`src/rtl/trash_loader.sv`:
```
// Program loader: buffers PROG_BYTES program bytes, pulses the core reset, bursts
// them as programming words, then forwards execution instructions in RUN.
module trash_loader #(
  parameter int          PROG_BYTES = 8,
  parameter logic [15:0] IDLE_WORD  = 16'h0001
) (
  input  logic        clk,
  input  logic        rst_n,
  input  logic        start,
  input  logic        stop,
  input  logic        b_valid,
  input  logic [7:0]  b_data,
  output logic        b_ready,
  input  logic        i_valid,
  input  logic [14:0] i_data,
  output logic        i_ready,
  output logic [15:0] word_out,
  output logic        core_rst_n,
  output logic        busy,
  output logic        done
);
  localparam int CW = $clog2(PROG_BYTES);
  localparam logic [CW-1:0] LAST = CW'(PROG_BYTES - 1);

  typedef enum logic [2:0] {IDLE, FILL, CRST, BURST, RUN} state_t;

  state_t        state;
  logic [CW-1:0] cnt;
  logic [CW-1:0] nxt;
  logic [7:0]    mem [PROG_BYTES];
  logic          run_q;
  logic          b_beat;
  logic          i_beat;

  assign nxt    = cnt + CW'(1);
  assign b_beat = b_valid & b_ready;
  // stop must refuse a same-cycle instruction, so the registered enable is
  // masked by stop; this is the only output with a combinational term.
  assign i_ready = run_q & ~stop;
  assign i_beat  = i_valid & i_ready;

  // Image buffer needs no reset: a reset discards the image by clearing cnt/state.
  always_ff @(posedge clk) begin
    if (b_beat) mem[cnt] <= b_data;
  end

  always_ff @(posedge clk or negedge rst_n) begin
    if (!rst_n) begin
      state      <= IDLE;
      cnt        <= '0;
      run_q      <= 1'b0;
      b_ready    <= 1'b0;
      word_out   <= IDLE_WORD;
      core_rst_n <= 1'b1;
      busy       <= 1'b0;
      done       <= 1'b0;
    end else begin
      done <= 1'b0;
      case (state)
        IDLE: begin
          word_out <= IDLE_WORD;
          if (start) begin
            state   <= FILL;
            cnt     <= '0;
            b_ready <= 1'b1;
            busy    <= 1'b1;
          end
        end
        FILL: begin
          if (b_beat) begin
            if (cnt == LAST) begin
              state      <= CRST;
              cnt        <= '0;
              b_ready    <= 1'b0;
              core_rst_n <= 1'b0;
            end else begin
              cnt <= nxt;
            end
          end
        end
        CRST: begin
          state      <= BURST;
          cnt        <= '0;
          core_rst_n <= 1'b1;
          word_out   <= {mem[0], 8'h00};
        end
        BURST: begin
          if (cnt == LAST) begin
            state    <= RUN;
            cnt      <= '0;
            busy     <= 1'b0;
            done     <= 1'b1;
            run_q    <= 1'b1;
            word_out <= IDLE_WORD;
          end else begin
            cnt      <= nxt;
            word_out <= {mem[nxt], 8'h00};
          end
        end
        RUN: begin
          if (stop) begin
            state    <= IDLE;
            run_q    <= 1'b0;
            word_out <= IDLE_WORD;
          end else if (i_beat) begin
            word_out <= {i_data, 1'b1};
          end else begin
            word_out <= IDLE_WORD;
          end
        end
        default: state <= IDLE;
      endcase
    end
  end
endmodule

```
`config.mk`:
```
export PLATFORM = sky130hd
export DESIGN_NAME = trash_loader
export DESIGN_NICKNAME = d
export VERILOG_FILES = /design/src/rtl/trash_loader.sv
export SDC_FILE = /design/constraint.sdc
export NUM_CORES = 1
export LEC_CHECK = 0
export CAP_MARGIN = 30
export CORE_UTILIZATION = 59
export CTS_CLUSTER_DIAMETER = 50
export DETAILED_ROUTE_END_ITERATION = 12
export PLACE_DENSITY = 0.94
export REMOVE_ABC_BUFFERS = 1
export SLEW_MARGIN = 5
export SYNTH_ARGS = -nofsm -noshare
export SYNTH_HDL_FRONTEND = slang
export SYNTH_SLANG_ARGS = --single-unit
```
`constraint.sdc`:
```
create_clock -name clk -period 3.15 [get_ports clk]
set_input_delay 0.63 -clock clk [delete_from_list [all_inputs] [get_ports clk]]
set_output_delay 0.63 -clock clk [all_outputs]
set_load 0.02 [all_outputs]
```
==> impl_metrics.json, run 1 <==
{
  "cts.sinks": 91,
  "criticalPathCategory": "in -> out",
  "synth_ff_type": "edfxtp_1",
  "fin_crit_ps": 2490,
  "first_global_vias": 2368,
  "async_flop_share_pct": 29.7,
  "cts_buffer_depth": 2,
  "ys_types": 35,
  "switching_share_pct": 30.7,
  "yosys_warnings": 0,
  "crit_required_ps": 2520,
  "grt_max_degree": 28,
  "overflow": 0,
  "setup_violations": 0,
  "cts_resized": 0,
  "synth_seq_area_share_pct": 68.7,
  "die_w_um": 82.1,
  "outcome": "finished clean",
  "cts_buffers": 9,
  "path_cells": "clkdlybuf4s50_1 -> nor2b_1 -> clkdlybuf4s50_1",
  "drc": 0,
  "wl_per_cell_um": 20.7,
  "hold_viol_final": 0,
  "cp-end-kind": "output pin",
  "p_sw_uw": 1010,
  "grt_pass1_wl_um": 11900,
  "path_max_fanout": 3,
  "fin_nets": 334,
  "core_mm2": 0.00606,
  "antenna_found_initial": 0,
  "synth_edf_count": 64,
  "num_vias": 2412,
  "fin_tns_setup_ps": 0,
  "ctsHoldBuffers": 0,
  "combPwrFrac_pct": 31.2,
  "die_h_um": 82.1,
  "drt_iter0_markers": 270,
  "irDropWorstVdd_v": 0.000550,
  "cts_root_buffer": "clkbuf_8",
  "clk_latency_ps": 360,
  "syn_area_per_cell_um2": 15.6,
  "port_buffers": 49,
  "cts_tree": "built",
  "fmax_mhz": 402,
  "crit_path_top_delay_cell": "clkdlybuf4s50_1",
  "cts.htree.levels": 3,
  "cts_setup_buffers": 0,
  "fin_crit_sh_pct": 78.9,
  "total_leakage_power_uw": 0.00162,
  "drive_gt1_share_pct": 16.6,
  "syn_area_mm2": 0.00378,
  "cp_num_buf_inv": 2,
  "area_growth_pct": 20.9,
  "critPathArrivalTime_ps": 1860,
  "fin_skew_ps": 12.4,
  "ys_top_cells_by_area": "edfxtp_1, dfrtp_1, mux4_2, a21oi_1, a22o_1",
  "crit_path_frequent_cell": "clkdlybuf4s50_1",
  "power.internal_uw": 2280,
  "synthCells": 242,
  "start_util_pct": 62.4,
  "worstMarginPinSlew_ps": 910,
  "synth.largest_area_cell": "edfxtp_1",
  "ys_ff_latch": 91,
  "cpPeakStageDelay_ps": 620,
  "maxCapViolCount": 0,
  "rows": 28,
  "p_per_area_mw_per_mm2": 719,
  "place.gp.congestion": 0.780,
  "start_kind": "input port",
  "hold_path_class": "reg -> reg",
  "finalMaxSlewViolations": 0,
  "grt_setup_unrepaired": "no",
  "drt-vias-per-instance": 6.31,
  "clkPwrFrac_pct": 24.3,
  "synth_top_area_share_pct": 50.8,
  "seqPwrFrac_pct": 44.5,
  "final_core_util_pct": 75.5,
  "ios": 50,
  "path_clk_slew_ps": 80,
  "wl_um": 7900,
  "drtPass1Iterations": 5,
  "ant_nets": 0,
  "antenna_cells": 0,
  "cp_top_family": "buffers and inverters",
  "hpwl_um": 5160,
  "fp.dieArea_mm2": 0.00673,
  "grtUsageTotal_pct": 26.5,
  "relSlewSlack_pct": 39.2
}
-- stage by stage --
stage	instance area [um^2]	setup WS [ps]	hold slack, ps	power (uW)	cells
global placement	4370	712	481	2460	366
floorplan	3710	658	334	2160	231
finish	4570	665	517	3290	382
global route	4570	567	533	3430	382
detailed placement	4370	668	493	2510	366
CTS	4570	663	516	3300	382
-- layout by cell type (no fill, tap or decap), types with 2 or more instances in the layout --
| master | count |
|---|---|
| nand3_1 | 4 |
| edfxtp_1 | 64 |
| mux4_2 | 16 |
| buf_4 | 11 |
| inv_6 | 2 |
| nor2b_1 | 3 |
| ha_1 | 3 |
| a22o_1 | 8 |
| dfstp_2 | 2 |
| clkbuf_8 | 9 |
| mux2_2 | 2 |
| nand2b_1 | 9 |
| dfrtp_1 | 25 |
| a21oi_1 | 30 |
| clkdlybuf4s50_1 | 49 |
| o21ai_0 | 4 |
| nor3_1 | 6 |
| nor2_1 | 15 |
| inv_1 | 3 |
| a22oi_1 | 8 |
| mux2i_1 | 2 |
| nand2_1 | 14 |
-- worst paths after layout --
check | from | end | slack (ps) | cells past startpoint
setup / recovery | stop | i_ready | 660 | 3
hold / removal | word_out[6] | word_out[6] | 520 | 1
setup reg to reg | cnt[1] | word_out[8] | 810 | 5
hold reg to reg | word_out[6] | word_out[6] | 520 | 1
max in group asynchronous | rst_n | core_rst_n | 2210 | 2
min in group asynchronous | rst_n | done | 640 | 2
-- cells in the mapped netlist, types with 3 or more instances --
| cell type | number |
|---|---|
| ha_1 | 3 |
| o21ai_0 | 4 |
| nand2_1 | 14 |
| inv_1 | 3 |
| nand3_1 | 4 |
| nor3_1 | 6 |
| nor2_1 | 15 |
| mux4_2 | 16 |
| nor2b_1 | 3 |
| nand2b_1 | 9 |
| buf_4 | 4 |
| a22o_1 | 8 |
| a22oi_1 | 8 |
| dfrtp_1 | 25 |
| edfxtp_1 | 64 |
| buf_2 | 3 |
| a21oi_1 | 30 |
-- power groups by stage --
stage / Clock (uW) / Sequential (uW) / Combinational (uW)
finish: 800 / 1460 / 1030
global route: 857 / 1470 / 1110
CTS: 808 / 1460 / 1030
detailed placement: 0 / 1490 / 1030
global placement: 0 / 1480 / 986
floorplan: 0 / 1600 / 565
-- registers in the layout, summed over array words and instances (netlist names) --
signal,cells
mem,64
word_out,16
b_ready,1
core_rst_n,1
cnt,3
busy,1
done,1
run_q,1
state,3
-- routing by layer --
| metal | vias to the layer above | wire length [um] | global-route usage (%) |
|---|---|---|---|
| met2 | 127 | 4070 | 43.6 |
| met3 | 21 | 640 | 7.22 |
| met1 | 1196 | 2970 | 31.3 |
| met4 | 0 | 214 | 15.4 |
| met5 | - | 0 | 0 |
| li1 | 1068 | - | - |
-- kinds of logic (layout without fill, tap and decap cells) --
kind of cell	Yosys count	after routing	synth area share [%]
mux	20	20	10.7
flops	91	91	68.7
simple gates	60	60	8.53
buf+inv	14	79	2.28
fa+ha+maj	3	3	0.992
compound gates	54	54	8.80
-- final cells by class --
type / count / area [um^2]
fillers: 361 / 1490
multi-input cells: 137 / 1100
flip-flops and latches: 91 / 2600
clock buffers: 10 / 128
inverters: 3 / 11.3
well taps: 75 / 93.8
repair buffers: 60 / 573
clock inverters: 6 / 72.6
No activity file was read; power rests on OpenSTA's default activity.
==> run 2: changes to the inputs <==
--- a/config.mk
+++ b/config.mk
@@ -6,10 +6,10 @@
 export NUM_CORES = 1
 export LEC_CHECK = 0
 export CAP_MARGIN = 30
-export CORE_UTILIZATION = 59
+export CORE_UTILIZATION = 54
 export CTS_CLUSTER_DIAMETER = 50
 export DETAILED_ROUTE_END_ITERATION = 12
-export PLACE_DENSITY = 0.94
+export PLACE_DENSITY = 0.87
 export REMOVE_ABC_BUFFERS = 1
 export SLEW_MARGIN = 5
 export SYNTH_ARGS = -nofsm -noshare
==> constraint.sdc (replaced) <==
create_clock -name clk -period 2.3 [get_ports clk]
set_input_delay 0.46 -clock clk [delete_from_list [all_inputs] [get_ports clk]]
set_output_delay 0.46 -clock clk [all_outputs]
set_load 0.02 [all_outputs]
==> impl_metrics.json, run 2 (synthesis gave the netlist of run 1 again) <==
{
  "outcome": "finished clean",
  "drt_iter0_markers": 209,
  "irDropWorstVdd_v": 0.000685,
  "path_max_fanout": 3,
  "antenna_found_initial": 0,
  "r2r-start": "cnt[1]",
  "start_util_pct": 55.7,
  "fin_cells": 410,
  "rows": 30,
  "grt_setup_unrepaired": "no",
  "drtPass1Iterations": 4,
  "fp.dieArea_mm2": 0.00734,
  "maxCapViolCount": 0,
  "p_total_uw": 4450,
  "fmax_mhz": 467,
  "critPathLaunch": "stop",
  "cts.htree.levels": 3,
  "relSlewSlack_pct": 67.0,
  "cts_resized": 0,
  "cts_root_buffer": "clkbuf_8",
  "crit_required_ps": 1840,
  "fin_tns_setup_ps": 0,
  "port_buffers": 49,
  "hpwl_um": 5080,
  "grtUsageTotal_pct": 22.4,
  "cts_setup_buffers": 0,
  "regMostFlops": "mem",
  "largest_reg_flops": 64,
  "antenna_cells": 0,
  "overflow": 0,
  "drive_gt1_share_pct": 18.5,
  "critPathCapture": "i_ready",
  "criticalPathCategory": "in -> out",
  "die_h_um": 85.7,
  "fin_skew_ps": 6.79,
  "start_kind": "input port",
  "drc": 0,
  "place.gp.congestion": 0.801,
  "wl_um": 7570,
  "ff2ff_setup_slack_ps": 330,
  "final_common_cell": "edfxtp_1",
  "p_per_area_mw_per_mm2": 959,
  "total_leakage_power_uw": 0.00165,
  "path_clk_slew_ps": 90,
  "worstMarginPinSlew_ps": 495,
  "grt_pass1_wl_um": 11900,
  "r2r_cells": 6,
  "grt_max_degree": 28,
  "first_global_vias": 2373,
  "cts.sinks": 91,
  "setup_violations": 0,
  "core_mm2": 0.00679,
  "cp-end-kind": "output pin",
  "fin_crit_ps": 2140,
  "r2r-end": "word_out[15]",
  "ios": 50,
  "n_fill_cell": 490,
  "clk_latency_ps": 360,
  "wl_per_cell_um": 18.5,
  "fin_crit_sh_pct": 93.1,
  "layout_common_cells": "edfxtp_1, clkdlybuf4s50_1, a21oi_1",
  "finalMaxSlewViolations": 0,
  "cts_buffer_depth": 2,
  "largestRegisters": "mem: 64 flops, word_out: 16 flops",
  "die_w_um": 85.7,
  "ctsHoldBuffers": 0,
  "hold_viol_final": 0,
  "ant_nets": 0,
  "cts_buffers": 9,
  "dp.cells": 394,
  "drt-vias-per-instance": 5.69,
  "critPathArrivalTime_ps": 1680,
  "hold_path_class": "in -> async",
  "num_vias": 2333,
  "area_growth_pct": 22.5,
  "cts_tree": "built",
  "fin_nets": 341
}
-- run 2: cell types whose count changed in the layout (fill, tap and decap cells not counted), sizes merged --
cell / before / now
clkinvlp: 0 / 1
bufinv: 1 / 0
clkbuf: 10 / 9
inv: 6 / 7
buf: 11 / 18
-- run 2: how the worst min path moves through the flow --
| stage | start | endpoint | slack [ps] |
|---|---|---|---|
| after global placement | run_q | run_q | 480 |
| after global routing | rst_n | word_out[8] | 520 |
| final | rst_n | busy | 470 |
| after detailed placement | run_q | run_q | 490 |
| after CTS | rst_n | busy | 490 |
| after floorplan | rst_n | b_ready | 160 |
-- run 2: final cells by class --
class / count / area, um^2 / share of cell area (%)
Sequential cell: 91 / 2600 / 56.1
Inverter: 3 / 11.3 / 0.243
Clock inverter: 7 / 57.6 / 1.24
Multi-Input combinational cell: 137 / 1100 / 23.7
Clock buffer: 9 / 124 / 2.67
Timing Repair Buffer: 67 / 626 / 13.5
Tap cell: 96 / 120 / 2.59
-- run 2: layer usage --
| layer | GRT usage (%) | part of all wire (%) |
|---|---|---|
| met1 | 30.4 | 43 |
| met2 | 37.5 | 49 |
| met3 | 3.56 | 6.3 |
| met4 | 7.58 | 1.3 |
| met5 | 0 | 0 |
-- run 2: where the power goes --
part	total, uW	internal, uW	switching (uW)
clock	998	410	588
combinational	1460	760	702
sequential	1990	1880	104
total	4450	3050	1390
-- run 2: metrics by stage --
step,worst slack (ps),util (%),hold WS [ps],cell area (um^2)
detailed placement,166,65.5,488,4450
floorplan,-192,-,164,3710
finish,158,68.2,475,4630
CTS,160,68.2,485,4630
global route,133,68.2,520,4630
global placement,196,65.5,482,4450
-- run 2: worst max-delay path: stages --
cell and delay (ps):
clkdlybuf4s50_1 450, nor2b_1 150, clkdlybuf4s50_1 620
==> run 3: changes to the inputs <==
--- a/config.mk
+++ b/config.mk
@@ -11,6 +11,7 @@
 export DETAILED_ROUTE_END_ITERATION = 12
 export PLACE_DENSITY = 0.87
 export REMOVE_ABC_BUFFERS = 1
+export SKIP_CTS_REPAIR_TIMING = 1
 export SLEW_MARGIN = 5
 export SYNTH_ARGS = -nofsm -noshare
 export SYNTH_HDL_FRONTEND = slang
==> results of run 3 <==
No change in the layout: final DEF, timing and power equal those of run 2.
